**config.mk**
```make
export PLATFORM = sky130hd
export DESIGN_NAME = uart_cmd_decoder
export DESIGN_NICKNAME = d
export VERILOG_FILES = /design/src/rtl/uart_cmd_pkg.sv /design/src/rtl/uart_cmd_timer.sv /design/src/rtl/uart_cmd_decoder.sv
export SDC_FILE = /design/constraint.sdc
export NUM_CORES = 1
export LEC_CHECK = 0
export ABC_AREA = 1
export BUFFER_PORTS_ARGS = -buffer_cell sky130_fd_sc_hd__buf_2
export CAP_MARGIN = 25
export CORE_ASPECT_RATIO = 0.6
export CORE_MARGIN = 5
export CORE_UTILIZATION = 35
export CTS_BUF_LIST = sky130_fd_sc_hd__clkbuf_4
export DETAILED_ROUTE_END_ITERATION = 7
export SLEW_MARGIN = 20
export SYNTH_ARGS = -nofsm -noshare
export SYNTH_HDL_FRONTEND = slang
export SYNTH_HIERARCHICAL = 1
export SYNTH_SLANG_ARGS = --single-unit
```
**constraint.sdc**
```tcl
create_clock -name clk_i -period 4.6 [get_ports clk_i]
set_input_delay 0.69 -clock clk_i [delete_from_list [all_inputs] [get_ports clk_i]]
set_output_delay 0.69 -clock clk_i [all_outputs]
set_load 0.03 [all_outputs]
```
**src/rtl/uart_cmd_pkg.sv**
```systemverilog
// uart_cmd_pkg: shared state encoding, error codes and legal command codes
// Used by uart_cmd_decoder and by the downstream command executor.
package uart_cmd_pkg;

    typedef enum logic [1:0] {
        IDLE      = 2'd0,
        WAIT_ADDR = 2'd1,
        WAIT_CSUM = 2'd2,
        HOLD      = 2'd3
    } state_e;

    localparam logic [2:0] ERR_NONE     = 3'd0;
    localparam logic [2:0] ERR_BAD_CMD  = 3'd1;
    localparam logic [2:0] ERR_BAD_ADDR = 3'd2;
    localparam logic [2:0] ERR_TIMEOUT  = 3'd3;
    localparam logic [2:0] ERR_RX_ERR   = 3'd4;
    localparam logic [2:0] ERR_OVERRUN  = 3'd5;
    localparam logic [2:0] ERR_BAD_CSUM = 3'd6;

    localparam logic [7:0] CMD_NOP    = 8'h00;
    localparam logic [7:0] CMD_READ   = 8'h01;
    localparam logic [7:0] CMD_WRITE  = 8'h02;
    localparam logic [7:0] CMD_SET    = 8'h03;
    localparam logic [7:0] CMD_CLEAR  = 8'h04;
    localparam logic [7:0] CMD_TOGGLE = 8'h05;
    localparam logic [7:0] CMD_STATUS = 8'h06;
    localparam logic [7:0] CMD_RESET  = 8'h07;

endpackage

```
**src/rtl/uart_cmd_timer.sv**
```systemverilog
// uart_cmd_timer: saturating inter-byte timer with clear, enable and expiry flag
// Ports: clk_i, rst_ni (async active-low), clr_i (zero the count, wins over en_i),
//        en_i (count up), expired_o (count has reached TIMEOUT_CYCLES-1).
module uart_cmd_timer #(
    parameter int unsigned TIMEOUT_CYCLES = 1600,
    parameter int unsigned CNT_W          = 11
) (
    input  logic clk_i,
    input  logic rst_ni,
    input  logic clr_i,
    input  logic en_i,
    output logic expired_o
);

    localparam logic [CNT_W-1:0] LAST = CNT_W'(TIMEOUT_CYCLES - 1);

    logic [CNT_W-1:0] cnt_q, cnt_d;

    // Holds at LAST so the count never wraps back into the legal window
    always_comb cnt_d = clr_i ? '0 : (en_i && cnt_q != LAST) ? cnt_q + 1'b1 : cnt_q;

    always_ff @(posedge clk_i or negedge rst_ni)
        if (!rst_ni) cnt_q <= '0;
        else         cnt_q <= cnt_d;

    assign expired_o = cnt_q == LAST;

endmodule

```
**src/rtl/uart_cmd_decoder.sv**
```systemverilog
// uart_cmd_decoder: assembles UART bytes into a validated command frame with handshake
// Ports: clk_i, rst_ni (async active-low); rx_data_i/rx_done_i/rx_err_i from the receiver;
//        cmd_valid_o/cmd_ready_i/cmd_code_o/cmd_addr_o frame handshake to the executor;
//        busy_o (not IDLE); err_valid_o/err_code_o one-cycle coded error pulse.
// Build option: define UART_CMD_CHECKSUM_EN for a 3-byte frame whose last byte is code^addr.
module uart_cmd_decoder
    import uart_cmd_pkg::*;
#(
    parameter logic [7:0]  MAX_CMD        = 8'h07,
    parameter int unsigned NUM_ADDR       = 32,
    parameter int unsigned TIMEOUT_CYCLES = 1600,
    parameter int unsigned CNT_W          = 11
) (
    input  logic       clk_i,
    input  logic       rst_ni,
    input  logic [7:0] rx_data_i,
    input  logic       rx_done_i,
    input  logic       rx_err_i,
    output logic       cmd_valid_o,
    input  logic       cmd_ready_i,
    output logic [7:0] cmd_code_o,
    output logic [7:0] cmd_addr_o,
    output logic       busy_o,
    output logic       err_valid_o,
    output logic [2:0] err_code_o
);

    state_e     state_q, state_d;
    logic [2:0] err_d, err_code_q;
    logic [7:0] code_q, code_d, addr_q, addr_d;
    logic       err_valid_q, cmd_valid_q, busy_q;
    logic       ld_code, ld_addr, tmr_clr, tmr_en, expired;
    logic       byte_ok, cmd_ok, addr_ok, take_cmd;

    // A byte that arrives alongside a line error is discarded
    assign byte_ok  = rx_done_i && !rx_err_i;
    assign cmd_ok   = rx_data_i <= MAX_CMD;
    assign addr_ok  = 32'(rx_data_i) < NUM_ADDR;
    // The handshake cycle frees the frame slot, so a byte there starts a new frame
    assign take_cmd = state_q == IDLE || (state_q == HOLD && cmd_ready_i);
    assign tmr_en   = state_q == WAIT_ADDR || state_q == WAIT_CSUM;

`ifdef UART_CMD_CHECKSUM_EN
    logic csum_ok;
    assign csum_ok = rx_data_i == (code_q ^ addr_q);
`endif

    uart_cmd_timer #(
        .TIMEOUT_CYCLES(TIMEOUT_CYCLES),
        .CNT_W         (CNT_W)
    ) u_timer (
        .clk_i    (clk_i),
        .rst_ni   (rst_ni),
        .clr_i    (tmr_clr),
        .en_i     (tmr_en),
        .expired_o(expired)
    );

    always_ff @(posedge clk_i or negedge rst_ni)
        if (!rst_ni) begin
            state_q     <= IDLE;
            code_q      <= '0;
            addr_q      <= '0;
            err_code_q  <= ERR_NONE;
            err_valid_q <= 1'b0;
            cmd_valid_q <= 1'b0;
            busy_q      <= 1'b0;
        end else begin
            state_q     <= state_d;
            code_q      <= code_d;
            addr_q      <= addr_d;
            err_code_q  <= err_d;
            err_valid_q <= err_d != ERR_NONE;
            cmd_valid_q <= state_d == HOLD;
            busy_q      <= state_d != IDLE;
        end

    // Error priority falls out of branch order: line error, then timeout/overrun, then content
    always_comb begin
        state_d = state_q;
        err_d   = ERR_NONE;
        ld_code = 1'b0;
        ld_addr = 1'b0;
        tmr_clr = 1'b0;
        if (rx_err_i && state_q != IDLE) begin
            state_d = IDLE;
            err_d   = ERR_RX_ERR;
        end else if (take_cmd) begin
            state_d = IDLE;
            if (byte_ok && cmd_ok) begin
                state_d = WAIT_ADDR;
                ld_code = 1'b1;
                tmr_clr = 1'b1;
            end else if (byte_ok) begin
                err_d = ERR_BAD_CMD;
            end
        end else begin
            case (state_q)
                WAIT_ADDR:
                    if (byte_ok && addr_ok) begin
                        ld_addr = 1'b1;
`ifdef UART_CMD_CHECKSUM_EN
                        state_d = WAIT_CSUM;
                        tmr_clr = 1'b1;
`else
                        state_d = HOLD;
`endif
                    end else if (byte_ok) begin
                        state_d = IDLE;
                        err_d   = ERR_BAD_ADDR;
                    end else if (expired) begin
                        state_d = IDLE;
                        err_d   = ERR_TIMEOUT;
                    end
`ifdef UART_CMD_CHECKSUM_EN
                WAIT_CSUM:
                    if (byte_ok) begin
                        state_d = csum_ok ? HOLD : IDLE;
                        err_d   = csum_ok ? ERR_NONE : ERR_BAD_CSUM;
                    end else if (expired) begin
                        state_d = IDLE;
                        err_d   = ERR_TIMEOUT;
                    end
`endif
                HOLD:
                    if (byte_ok) err_d = ERR_OVERRUN;
                default:
                    state_d = IDLE;
            endcase
        end
    end

    always_comb begin
        code_d = ld_code ? rx_data_i : code_q;
        addr_d = ld_addr ? rx_data_i : addr_q;
    end

    assign cmd_valid_o = cmd_valid_q;
    assign cmd_code_o  = code_q;
    assign cmd_addr_o  = addr_q;
    assign busy_o      = busy_q;
    assign err_valid_o = err_valid_q;
    assign err_code_o  = err_code_q;

endmodule

```
==> results of run 1 <==
==> logic make-up after synthesis <==
kind of cell	after synthesis
and+or+nand+nor	105
buffers and inverters	43
DFF	35
AOI/OAI and AO/OA	23
adders and majority gates	5
xor gates and xnor gates	2
==> final timing paths <==
check	from	endpoint	slack, ps
min	rst_ni	cmd_addr_o[4]	430
max	state_q[0]	u_timer/cnt_q[9]	2540
min in group clk_i	cmd_addr_o[0]	cmd_addr_o[0]	490
min reg2reg	cmd_addr_o[0]	cmd_addr_o[0]	490
max in group asynchronous	rst_ni	state_q[1]	3670
max reg2reg	state_q[0]	u_timer/cnt_q[9]	2540
==> cell usage in the layout, fill, tap and decap left out, drive strengths merged <==
master,instances
xor2,1
xnor2,1
clkbuf,5
nand4,8
inv,39
a21oi,4
clkinv,5
ha,5
dfrtp,35
nor3,2
a21boi,1
nand3,17
buf,34
nor2,21
o21ai,14
nand2,57
a21o,1
o211ai,1
o31ai,1
a31oi,1
==> per-layer routing <==
metal / track usage / vias to the layer above / share of wire
li1: - / 747 / -
met1: 0.1906 / 662 / 0.53
met2: 0.1573 / 41 / 0.38
met3: 0.03688 / 2 / 0.075
met4: 0.04685 / 0 / 0.0093
met5: 0 / - / 0
==> where the power goes <==
| group | internal, mW | switching, mW |
|---|---|---|
| combinational | 0.0280 | 0.0625 |
| sequential | 0.327 | 0.0145 |
| clock | 0.0541 | 0.0946 |
| total | 0.410 | 0.172 |
==> flip-flops by register name (all words and copies together) (netlist names) <==
| name | count |
|---|---|
| err_valid_o | 1 |
| u_timer/cnt_q | 11 |
| cmd_addr_o | 8 |
| busy_o | 1 |
| state_q | 2 |
| cmd_valid_o | 1 |
| cmd_code_o | 8 |
| err_code_o | 3 |
==> through the flow <==
| step | total power [mW] | setup WS, ps |
|---|---|---|
| global placement | 0.4409 | 2387 |
| floorplan | 0.4055 | 2682 |
| finish | 0.5812 | 2539 |
| CTS | 0.5934 | 2570 |
| global route | 0.6176 | 2353 |
| detailed placement | 0.4402 | 2292 |
==> layout make-up <==
class,count,area share
flip-flops and latches,35,0.4149
multi-input cells,135,0.3646
inverters,42,0.07884
clock inverters,2,0.004149
well taps,66,0.03912
repair buffers,34,0.08062
clock buffers,5,0.01778
==> flow_metrics.env, run 1 <==
export IMPL_max_clock_freq_mhz=485.2
export IMPL_setup_viol=0
export IMPL_totalNegativeSetupSlack_ps=0
export IMPL_edff_count_synth=0
export IMPL_port_buffers=34
export IMPL_nets=271
export IMPL_gp_congestion=0.8598
export IMPL_clock_tree_htree_level_count=2
export IMPL_drcViolationCount=0
export IMPL_net_count_of_the_mapped_netlist=231
export IMPL_netlist_instances=213
export IMPL_cts_root_buf="sky130_fd_sc_hd__clkbuf_4"
export IMPL_largest_net_degree_at_the_start_of_global_routing=36
export IMPL_synth_cell_area_um2=1823
export IMPL_top_area_cell_type_share_of_the_netlist_area=0.4804
export IMPL_drt_first_pass_iters=4
export IMPL_seqCellArea_um2=875.8
export IMPL_fin_crit_ps=2061
export IMPL_place_detailed_hpwl_um=2815
export IMPL_cts_buffer_depth=2
export IMPL_timing_worst_slew_pin_value_ps=774.4
export IMPL_area_inside_the_core_boundary_um2=5055
export IMPL_antenna_cells_inserted=0
export IMPL_startpoint_type="register"
export IMPL_routed_wirelength_um=3646
export IMPL_synth_compound_gate_area_share=0.08442
export IMPL_routed_via_count=1452
export IMPL_xor_xnor_share_of_the_synthesized_area=0.009609
export IMPL_yosys_cell_count_top_type="sky130_fd_sc_hd__nand2_1"
export IMPL_cellPowerDensity_nw_per_um2=275.4
export IMPL_cts_tree="built"
export IMPL_crit_path_top_delay_cell="sky130_fd_sc_hd__dfrtp_1"
export IMPL_ant_nets=0
export IMPL_detail_routed_via_count_per_cell=4.552
export IMPL_fin_util=0.4176
export IMPL_via_count_of_the_first_global_routing_pass=1369
export IMPL_start_util=0.3606
export IMPL_total_leakage_power_nw=1.199
export IMPL_synthSimpleGateAreaFrac=0.2938
export IMPL_first_pass_grt_wire_length_um=6458
export IMPL_place_inst=312
export IMPL_setup_repair_after_global_routing_missed_its_margin="false"
export IMPL_max_cap_violations=0
export IMPL_postSynthAreaPerCell_um2=8.559
export IMPL_cts_repair_resized=0
export IMPL_yosys_warnings=6
export IMPL_final_hold_viol_count=0
export IMPL_drtIter0Drc=79
export IMPL_die_area_um2=6799
export IMPL_cp_top_family="simple AND/OR/NAND/NOR gates"
export IMPL_detailed_place_area_um2=2064
export IMPL_n_fill_cell=518
export IMPL_bufs_and_invs_on_worst_path=3
export IMPL_path_class="register to register"
export IMPL_final_cell_count_no_fill=319
export IMPL_synth_top_flop_cell="sky130_fd_sc_hd__dfrtp_1"
export IMPL_clk_insertion_delay_late_ps=330
export IMPL_num_rows=20
export IMPL_leading_post_synthesis_cells_by_instance_count="44 x sky130_fd_sc_hd__nand2_1, 36 x sky130_fd_sc_hd__inv_1, 35 x sky130_fd_sc_hd__dfrtp_1"
export IMPL_groute_usage_overall=0.1238
export IMPL_drv_slew=0
export IMPL_postSynthRegisterBits=35
export IMPL_ys_async_sr_fraction=1.000
export IMPL_worst_hold_slack_ps=432.2
export IMPL_worstSetupEndpointType="register"
export IMPL_multi_input_comb_area_um2=769.5
export IMPL_routed_wire_length_per_instance_um=11.43
export IMPL_antenna_found_initial=0
export IMPL_holdBufCountCts=0
export IMPL_finalInstanceArea_um2=2111
export IMPL_global_route_overflow_total=0
export IMPL_layout_area_overhead_pct=15.79
export IMPL_numCtsBuffers=5
export IMPL_fp_dieW_um=103.2
export IMPL_power_ir_vdd_worst_uv=116.0
export IMPL_post_synth_main_area_contributors="sky130_fd_sc_hd__dfrtp_1 48%, sky130_fd_sc_hd__nand2_1 9.1%, sky130_fd_sc_hd__inv_1 7.4%"
export IMPL_worstPathCellList="ha_1 > nand2_2 > nand2_4 > nand3_4 > clkinv_2 > clkinv_1 > nand2_4 > clkinv_4 > nand2_1 > nand2_1"
export IMPL_boundaryPins=35
export IMPL_slew_limit_headroom=0.4837
export IMPL_finalClockSkew_ps=10.89
export IMPL_cts_post_setup_buffers_inserted=0
export IMPL_die_h_um=65.91
export IMPL_outcome="finished clean"
export IMPL_synth_largest_area_cell="sky130_fd_sc_hd__dfrtp_1"
export IMPL_tritoncts_num_sinks=35
export IMPL_clk_pin_slew_ps=110
export IMPL_worst_hold_path_type="input pin to async pin"
export IMPL_min_period_over_period=0.4480
export IMPL_required_ps=4810
export IMPL_synth_area_mux_share=0
export IMPL_ys_types=34
export IMPL_critical_path_max_fanout=10
export IMPL_ff2ff_path_depth=10
export IMPL_worst_path_stages=10
export IMPL_post_synth_fa_ha_maj_area_fraction=0.03432
export IMPL_post_route_cells_drive_above_1_share=0.2925
export IMPL_critPathMaxStageDelay_ps=420
export IMPL_synth_seq_area_share=0.4804
export IMPL_critPathArrivalTime_ps=2280
export IMPL_largest_family_of_logic_cells_by_synthesized_area="simple AND/OR/NAND/NOR gates"
No activity file was read; power rests on OpenSTA's default activity.
==> inputs of run 2 (changes only) <==
--- a/config.mk
+++ b/config.mk
@@ -5,7 +5,7 @@
 export SDC_FILE = /design/constraint.sdc
 export NUM_CORES = 1
 export LEC_CHECK = 0
-export ABC_AREA = 1
+export ABC_AREA = 0
 export BUFFER_PORTS_ARGS = -buffer_cell sky130_fd_sc_hd__buf_2
 export CAP_MARGIN = 25
 export CORE_ASPECT_RATIO = 0.6
==> constraint.sdc (replaced) <==
create_clock -name clk_i -period 2.1 [get_ports clk_i]
set_input_delay 0.315 -clock clk_i [delete_from_list [all_inputs] [get_ports clk_i]]
set_output_delay 0.315 -clock clk_i [all_outputs]
set_load 0.03 [all_outputs]
==> flow_metrics.env, run 2 <==
export IMPL_outcome="finished clean"
export IMPL_max_clock_freq_mhz=520.2
export IMPL_power_internal_mw=1.195
export IMPL_clk_insertion_delay_late_ps=340
export IMPL_leading_post_synthesis_cells_by_instance_count="35 x sky130_fd_sc_hd__dfrtp_1, 11 x sky130_fd_sc_hd__nor2_1"
export IMPL_critical_path_max_fanout=7
export IMPL_final_hold_viol_count=0
export IMPL_drv_slew=0
export IMPL_detailed_place_area_um2=1901
export IMPL_largest_net_degree_at_the_start_of_global_routing=36
export IMPL_holdBufCountCts=0
export IMPL_slew_limit_headroom=0.4881
export IMPL_total_leakage_power_nw=0.9880
export IMPL_antenna_found_initial=0
export IMPL_fp_dieW_um=99.09
export IMPL_ys_async_sr_fraction=1.000
export IMPL_comb_power_share=0.135
export IMPL_routed_wirelength_um=3404
export IMPL_critPathMaxStageDelay_ps=420
export IMPL_synth_top_flop_cell="sky130_fd_sc_hd__dfrtp_1"
export IMPL_largest_reg_flops=11
export IMPL_path_class="register to register"
export IMPL_setup_repair_after_global_routing_missed_its_margin="false"
export IMPL_reg2reg_from="u_timer/cnt_q[0]"
export IMPL_global_route_overflow_total=0
export IMPL_tritoncts_num_sinks=35
export IMPL_crit_path_top_delay_cell="sky130_fd_sc_hd__dfrtp_1"
export IMPL_finalInstanceArea_um2=2034
export IMPL_drcViolationCount=0
export IMPL_final_cell_count_no_fill=246
export IMPL_worstSetupEndpointType="register"
export IMPL_layout_area_overhead_pct=22.07
export IMPL_top_area_cell_type_share_of_the_netlist_area=0.5255
export IMPL_cts_buffer_depth=2
export IMPL_crit_start="u_timer/cnt_q[0]"
export IMPL_power_switching_fraction=0.2656
export IMPL_max_cap_violations=0
export IMPL_totalPowerFinal_mw=1.627
export IMPL_first_pass_grt_wire_length_um=5844
export IMPL_gp_congestion=0.7574
export IMPL_yosys_cell_count_top_type="sky130_fd_sc_hd__dfrtp_1"
export IMPL_nets=200
export IMPL_startpoint_type="register"
export IMPL_via_count_of_the_first_global_routing_pass=1238
export IMPL_place_detailed_hpwl_um=2518
export IMPL_boundaryPins=35
export IMPL_critPathArrivalTime_ps=2140
export IMPL_area_inside_the_core_boundary_um2=4588
export IMPL_routed_via_count=1217
export IMPL_totalNegativeSetupSlack_ps=0
export IMPL_routed_wire_length_per_instance_um=13.84
export IMPL_antenna_cells_inserted=0
export IMPL_drt_first_pass_iters=4
export IMPL_net_count_of_the_mapped_netlist=161
export IMPL_layout_cells_most_common="sky130_fd_sc_hd__dfrtp_1"
export IMPL_die_h_um=63.45
export IMPL_setup_viol=0
export IMPL_ant_nets=0
export IMPL_register_with_the_highest_flop_count="u_timer/cnt_q"
export IMPL_port_buffers=34
export IMPL_layout_cells_most_common_list="35 x sky130_fd_sc_hd__dfrtp_1, 34 x sky130_fd_sc_hd__buf_2, 11 x sky130_fd_sc_hd__nor2_1"
export IMPL_finalClockSkew_ps=12.16
export IMPL_place_inst=238
export IMPL_ys_types=43
export IMPL_clock_tree_htree_level_count=2
export IMPL_clk_pin_slew_ps=110
export IMPL_cts_root_buf="sky130_fd_sc_hd__clkbuf_4"
export IMPL_numCtsBuffers=5
export IMPL_yosys_warnings=6
export IMPL_clock_power_share=0.369
export IMPL_cellPowerDensity_nw_per_um2=799.8
export IMPL_required_ps=2310
export IMPL_r2r_setup_slack_ps=180
export IMPL_post_route_cells_drive_above_1_share=0.3552
export IMPL_postSynthRegisterBits=35
export IMPL_synth_seq_area_share=0.5255
export IMPL_post_synth_main_area_contributors="sky130_fd_sc_hd__dfrtp_1 53%, sky130_fd_sc_hd__mux2_2 5.4%, sky130_fd_sc_hd__ha_1 3.8%"
export IMPL_worst_hold_slack_ps=37.91
export IMPL_die_area_um2=6287
export IMPL_num_rows=19
export IMPL_timing_worst_slew_pin_value_ps=767.8
export IMPL_min_period_over_period=0.9153
export IMPL_synth_largest_area_cell="sky130_fd_sc_hd__dfrtp_1"
export IMPL_edff_count_synth=0
export IMPL_synth_cell_area_um2=1667
export IMPL_seq_power_share=0.497
export IMPL_power_ir_vdd_worst_uv=323.9
export IMPL_ff2ff_path_depth=7
export IMPL_power_switching_mw=0.4321
export IMPL_worst_hold_path_type="input pin to async pin"
export IMPL_timing_rr_end="busy_o"
export IMPL_worst_setup_path_endpoint="busy_o"
export IMPL_drtIter0Drc=105
export IMPL_detail_routed_via_count_per_cell=4.947
export IMPL_cts_tree="built"
export IMPL_worstPathCellList="ha_1 > nand3_4 > nor4_4 > nand2b_1 > a221oi_1 > o21ai_1 > nand3_1"
export IMPL_fin_crit_ps=1922
export IMPL_start_util=0.3632
export IMPL_netlist_instances=143
export IMPL_groute_usage_overall=0.1171
export IMPL_cts_post_setup_buffers_inserted=0
export IMPL_postSynthAreaPerCell_um2=11.65
[run 2: power by group through the flow]
| stage | clock (mW) | sequential, mW | combinational [mW] |
|---|---|---|---|
| 4_1_cts | 0.619 | 0.805 | 0.217 |
| 2_1_floorplan | 0 | 0.817 | 0.142 |
| 3_5_place_dp | 0 | 0.817 | 0.217 |
| 5_1_grt | 0.648 | 0.818 | 0.246 |
| 3_3_place_gp | 0 | 0.814 | 0.206 |
| 6_report | 0.600 | 0.808 | 0.219 |
[run 2: timing repair]
action	CTS	global route
setup endpoints to repair	1	6
hold endpoints to repair	0	0
gates resized for setup	1	3
[run 2: cell families (layout without fill, tap and decap cells)]
family                     count (synthesis)  after routing  share of synthesized area
and+or+nand+nor                           56             56                     0.2080
DFF                                       35             35                     0.5255
AOI/OAI and AO/OA                         22             22                     0.1066
muxes                                     11             11                    0.07508
buffers and inverters                     11             51                    0.03153
adders and majority gates                  5              5                    0.03754
xor gates and xnor gates                   3              3                    0.01577
[run 2: worst max-delay path, delay by kind of cell, from the launching register on]
kind | cells | cell delay, ps
adders and majority gates | 1 | 260
DFF | 1 | 420
AOI/OAI and AO/OA | 2 | 330
and+or+nand+nor | 4 | 800
[run 2: stage by stage]
| step | worst slack, ps | util |
|---|---|---|
| final | 177.8 | 0.4434 |
| after global routing | 28.31 | 0.4434 |
| after CTS | 76.96 | 0.4388 |
| after detailed placement | 23.09 | 0.4142 |
| after global placement | 154.3 | 0.4142 |
| after floorplan | 360.3 | - |
[run 2: final cells by class]
| cell class | instances | area (um^2) |
|---|---|---|
| Fill cell | 409 | 2554 |
| Sequential cell | 35 | 875.8 |
| Multi-Input combinational cell | 97 | 763.2 |
| Timing Repair Buffer | 35 | 177.7 |
| Tap cell | 63 | 78.83 |
| Clock inverter | 3 | 67.56 |
| Clock buffer | 5 | 37.54 |
| Inverter | 8 | 33.78 |
[run 2: metal layers]
layer  routed length [um]  vias to the layer above  global-route usage
met1                 1629                      588              0.1521
met5                    0                        -                   0
met3                  190                        7             0.04190
met4                   41                        0             0.04770
li1                     -                      586                   -
met2                 1542                       36              0.1773
[run 2: worst min path at each step]
stage / startpoint / end / slack, ps / depth (start not counted)
floorplan: rst_ni / busy_o / 20 / 0
global placement: rst_ni / cmd_code_o[6] / 420 / 1
detailed placement: rst_ni / cmd_code_o[3] / 440 / 1
CTS: rst_ni / cmd_code_o[3] / 60 / 1
global route: rst_ni / busy_o / 110 / 1
finish: rst_ni / cmd_code_o[5] / 40 / 1
==> inputs of run 3 (changes only) <==
--- a/config.mk
+++ b/config.mk
@@ -7,14 +7,13 @@
 export LEC_CHECK = 0
 export ABC_AREA = 0
 export BUFFER_PORTS_ARGS = -buffer_cell sky130_fd_sc_hd__buf_2
-export CAP_MARGIN = 25
 export CORE_ASPECT_RATIO = 0.6
 export CORE_MARGIN = 5
-export CORE_UTILIZATION = 35
+export CORE_UTILIZATION = 56
 export CTS_BUF_LIST = sky130_fd_sc_hd__clkbuf_4
 export DETAILED_ROUTE_END_ITERATION = 7
+export PLACE_DENSITY = 0.82
 export SLEW_MARGIN = 20
 export SYNTH_ARGS = -nofsm -noshare
 export SYNTH_HDL_FRONTEND = slang
-export SYNTH_HIERARCHICAL = 1
 export SYNTH_SLANG_ARGS = --single-unit
==> flow_metrics.env, run 3 <==
export IMPL_timing_rr_end="cmd_addr_o[4]"
export IMPL_total_leakage_power_nw=0.9954
export IMPL_max_clock_freq_mhz=513.2
export IMPL_largest_reg_flops=11
export IMPL_power_ir_vdd_worst_uv=496.3
export IMPL_clock_tree_htree_level_count=2
export IMPL_seq_power_share=0.590
export IMPL_boundaryPins=35
export IMPL_die_h_um=51.72
export IMPL_net_count_of_the_mapped_netlist=156
export IMPL_bufs_and_invs_on_worst_path=1
export IMPL_critical_path_max_fanout=9
export IMPL_crit_path_top_delay_cell="sky130_fd_sc_hd__dfrtp_1"
export IMPL_r2r_setup_slack_ps=150
export IMPL_final_hold_viol_count=0
export IMPL_setup_repair_after_global_routing_missed_its_margin="false"
export IMPL_first_pass_grt_wire_length_um=5540
export IMPL_worstSetupEndpointType="register"
export IMPL_finalClockSkew_ps=8.660
export IMPL_routed_wirelength_um=3132
export IMPL_global_route_overflow_total=0
export IMPL_detailed_place_area_um2=1842
export IMPL_post_route_cells_drive_above_1_share=0.3611
export IMPL_cts_buffer_depth=2
export IMPL_antenna_cells_inserted=0
export IMPL_routed_wire_length_per_instance_um=14.11
export IMPL_layout_area_overhead_pct=16.95
export IMPL_critPathArrivalTime_ps=2170
export IMPL_synth_largest_area_cell="sky130_fd_sc_hd__dfrtp_1"
export IMPL_finalInstanceArea_um2=1899
export IMPL_yosys_warnings=0
export IMPL_via_count_of_the_first_global_routing_pass=1193
export IMPL_fin_crit_ps=1949
export IMPL_path_class="register to register"
export IMPL_fp_dieW_um=79.53
export IMPL_startpoint_type="register"
export IMPL_worst_hold_path_type="input pin to async pin"
export IMPL_netlist_instances=139
export IMPL_clock_power_share=0.268
export IMPL_edff_count_synth=0
export IMPL_numCtsBuffers=5
export IMPL_worstPathCellList="inv_1 > ha_1 > a211oi_2 > nand4_2 > mux2_2"
export IMPL_holdBufCountCts=0
export IMPL_cts_post_setup_buffers_inserted=0
export IMPL_nets=196
export IMPL_cts_tree="built"
export IMPL_layout_cells_most_common_list="35 x sky130_fd_sc_hd__dfrtp_1, 34 x sky130_fd_sc_hd__buf_2, 16 x sky130_fd_sc_hd__nor2_1"
export IMPL_largest_net_degree_at_the_start_of_global_routing=36
export IMPL_synth_cell_area_um2=1624
export IMPL_place_detailed_hpwl_um=2400
export IMPL_drcViolationCount=0
export IMPL_drtIter0Drc=140
export IMPL_power_switching_fraction=0.2864
export IMPL_groute_usage_overall=0.1803
export IMPL_outcome="finished clean"
export IMPL_met2RoutedLength_um=1442
export IMPL_antenna_found_initial=0
export IMPL_slew_limit_headroom=0.5002
export IMPL_ant_nets=0
export IMPL_power_switching_mw=0.3902
export IMPL_postSynthRegisterBits=35
export IMPL_drv_slew=0
export IMPL_ff2ff_path_depth=5
export IMPL_top_routing_layer_in_use="met4"
export IMPL_leading_post_synthesis_cells_by_instance_count="35 x sky130_fd_sc_hd__dfrtp_1, 16 x sky130_fd_sc_hd__nor2_1, 9 x sky130_fd_sc_hd__a21oi_1"
export IMPL_detail_routed_via_count_per_cell=5.423
export IMPL_totalNegativeSetupSlack_ps=0
export IMPL_postSynthAreaPerCell_um2=11.68
export IMPL_min_period_over_period=0.9279
export IMPL_port_buffers=34
export IMPL_cp_top_family="flip-flops"
export IMPL_start_util=0.5731
export IMPL_ys_async_sr_fraction=1.000
export IMPL_clk_pin_slew_ps=100
export IMPL_cellPowerDensity_nw_per_um2=717.3
export IMPL_cts_root_buf="sky130_fd_sc_hd__clkbuf_4"
export IMPL_comb_power_share=0.141
export IMPL_tritoncts_num_sinks=35
export IMPL_post_synth_main_area_contributors="sky130_fd_sc_hd__dfrtp_1 54%, sky130_fd_sc_hd__mux2_2 5.5%, sky130_fd_sc_hd__nor2_1 3.7%"
export IMPL_layout_cells_most_common="sky130_fd_sc_hd__dfrtp_1"
export IMPL_register_with_the_highest_flop_count="u_timer.cnt_q"
export IMPL_cts_repair_resized=0
export IMPL_routed_via_count=1204
export IMPL_die_area_um2=4113
export IMPL_required_ps=2320
export IMPL_setup_viol=0
export IMPL_power_internal_mw=0.9721
export IMPL_ys_types=42
export IMPL_yosys_cell_count_top_type="sky130_fd_sc_hd__dfrtp_1"
export IMPL_area_inside_the_core_boundary_um2=2834
export IMPL_num_rows=15
export IMPL_synth_seq_area_share=0.5393
export IMPL_synth_top_flop_cell="sky130_fd_sc_hd__dfrtp_1"
export IMPL_reg2reg_from="state_q[0]"
export IMPL_wl_met1_um=1443
export IMPL_max_cap_violations=0
export IMPL_met3_length_um=192
export IMPL_gp_congestion=0.8383
export IMPL_critPathMaxStageDelay_ps=430
export IMPL_timing_worst_slew_pin_value_ps=749.6
export IMPL_fin_util=0.6702
export IMPL_top_area_cell_type_share_of_the_netlist_area=0.5393
export IMPL_clk_insertion_delay_late_ps=340
export IMPL_drt_first_pass_iters=4
==> run 3: cells by family (layout without fill, tap and decap cells) <==
kind of cell / Yosys count / count (layout) / share of synthesized area
mux: 9 / 9 / 0.06164
simple gates: 59 / 59 / 0.2250
flops: 35 / 35 / 0.5393
buf+inv: 5 / 46 / 0.01232
xor+xnor: 5 / 5 / 0.02697
compound gates: 22 / 22 / 0.1040
fa+ha+maj: 4 / 4 / 0.03082
==> run 3: worst max path at each step <==
stage / startpoint / to / slack, ps / cells after the start
3_3_place_gp: state_q[0] / cmd_addr_o[3] / 250 / 4
4_1_cts: state_q[0] / cmd_addr_o[3] / 170 / 5
2_1_floorplan: state_q[0] / cmd_addr_o[0] / 400 / 4
5_1_grt: state_q[0] / cmd_addr_o[3] / 10 / 5
6_report: state_q[0] / cmd_addr_o[4] / 150 / 5
3_5_place_dp: state_q[0] / cmd_addr_o[3] / 180 / 5
==> run 3: routing by layer <==
layer / GRT usage / vias to the layer above
li1: - / 581
met1: 0.2287 / 575
met2: 0.2867 / 41
met3: 0.05190 / 7
met4: 0.08571 / 0
met5: 0 / -
==> run 3: final cells by class <==
type	instances	area, um^2
clock buffer	7	52.55
clock inverter	1	5.005
fill	221	934.6
inverter	4	15.01
multi-input combinational	99	728.2
sequential	35	875.8
tap	42	52.55
timing repair buffer	34	170.2
==> run 3: per-stage QoR <==
step           instances  hold WS, ps  power, mW  setup slack (ps)
2_1_floorplan        139        19.41     0.9366             402.0
3_3_place_gp         214        412.6     0.9982             254.3
3_5_place_dp         214        424.9      1.009             180.5
4_1_cts              222        49.53      1.376             168.7
5_1_grt              222        96.69      1.439             12.34
6_report             222        35.83      1.362             151.4
==> run 3: power groups by stage <==
stage	clock network (mW)	logic (mW)	registers (mW)
5_1_grt	0.409	0.217	0.813
4_1_cts	0.378	0.194	0.803
6_report	0.366	0.192	0.804
3_5_place_dp	0	0.194	0.816
2_1_floorplan	0	0.115	0.821
3_3_place_gp	0	0.187	0.811
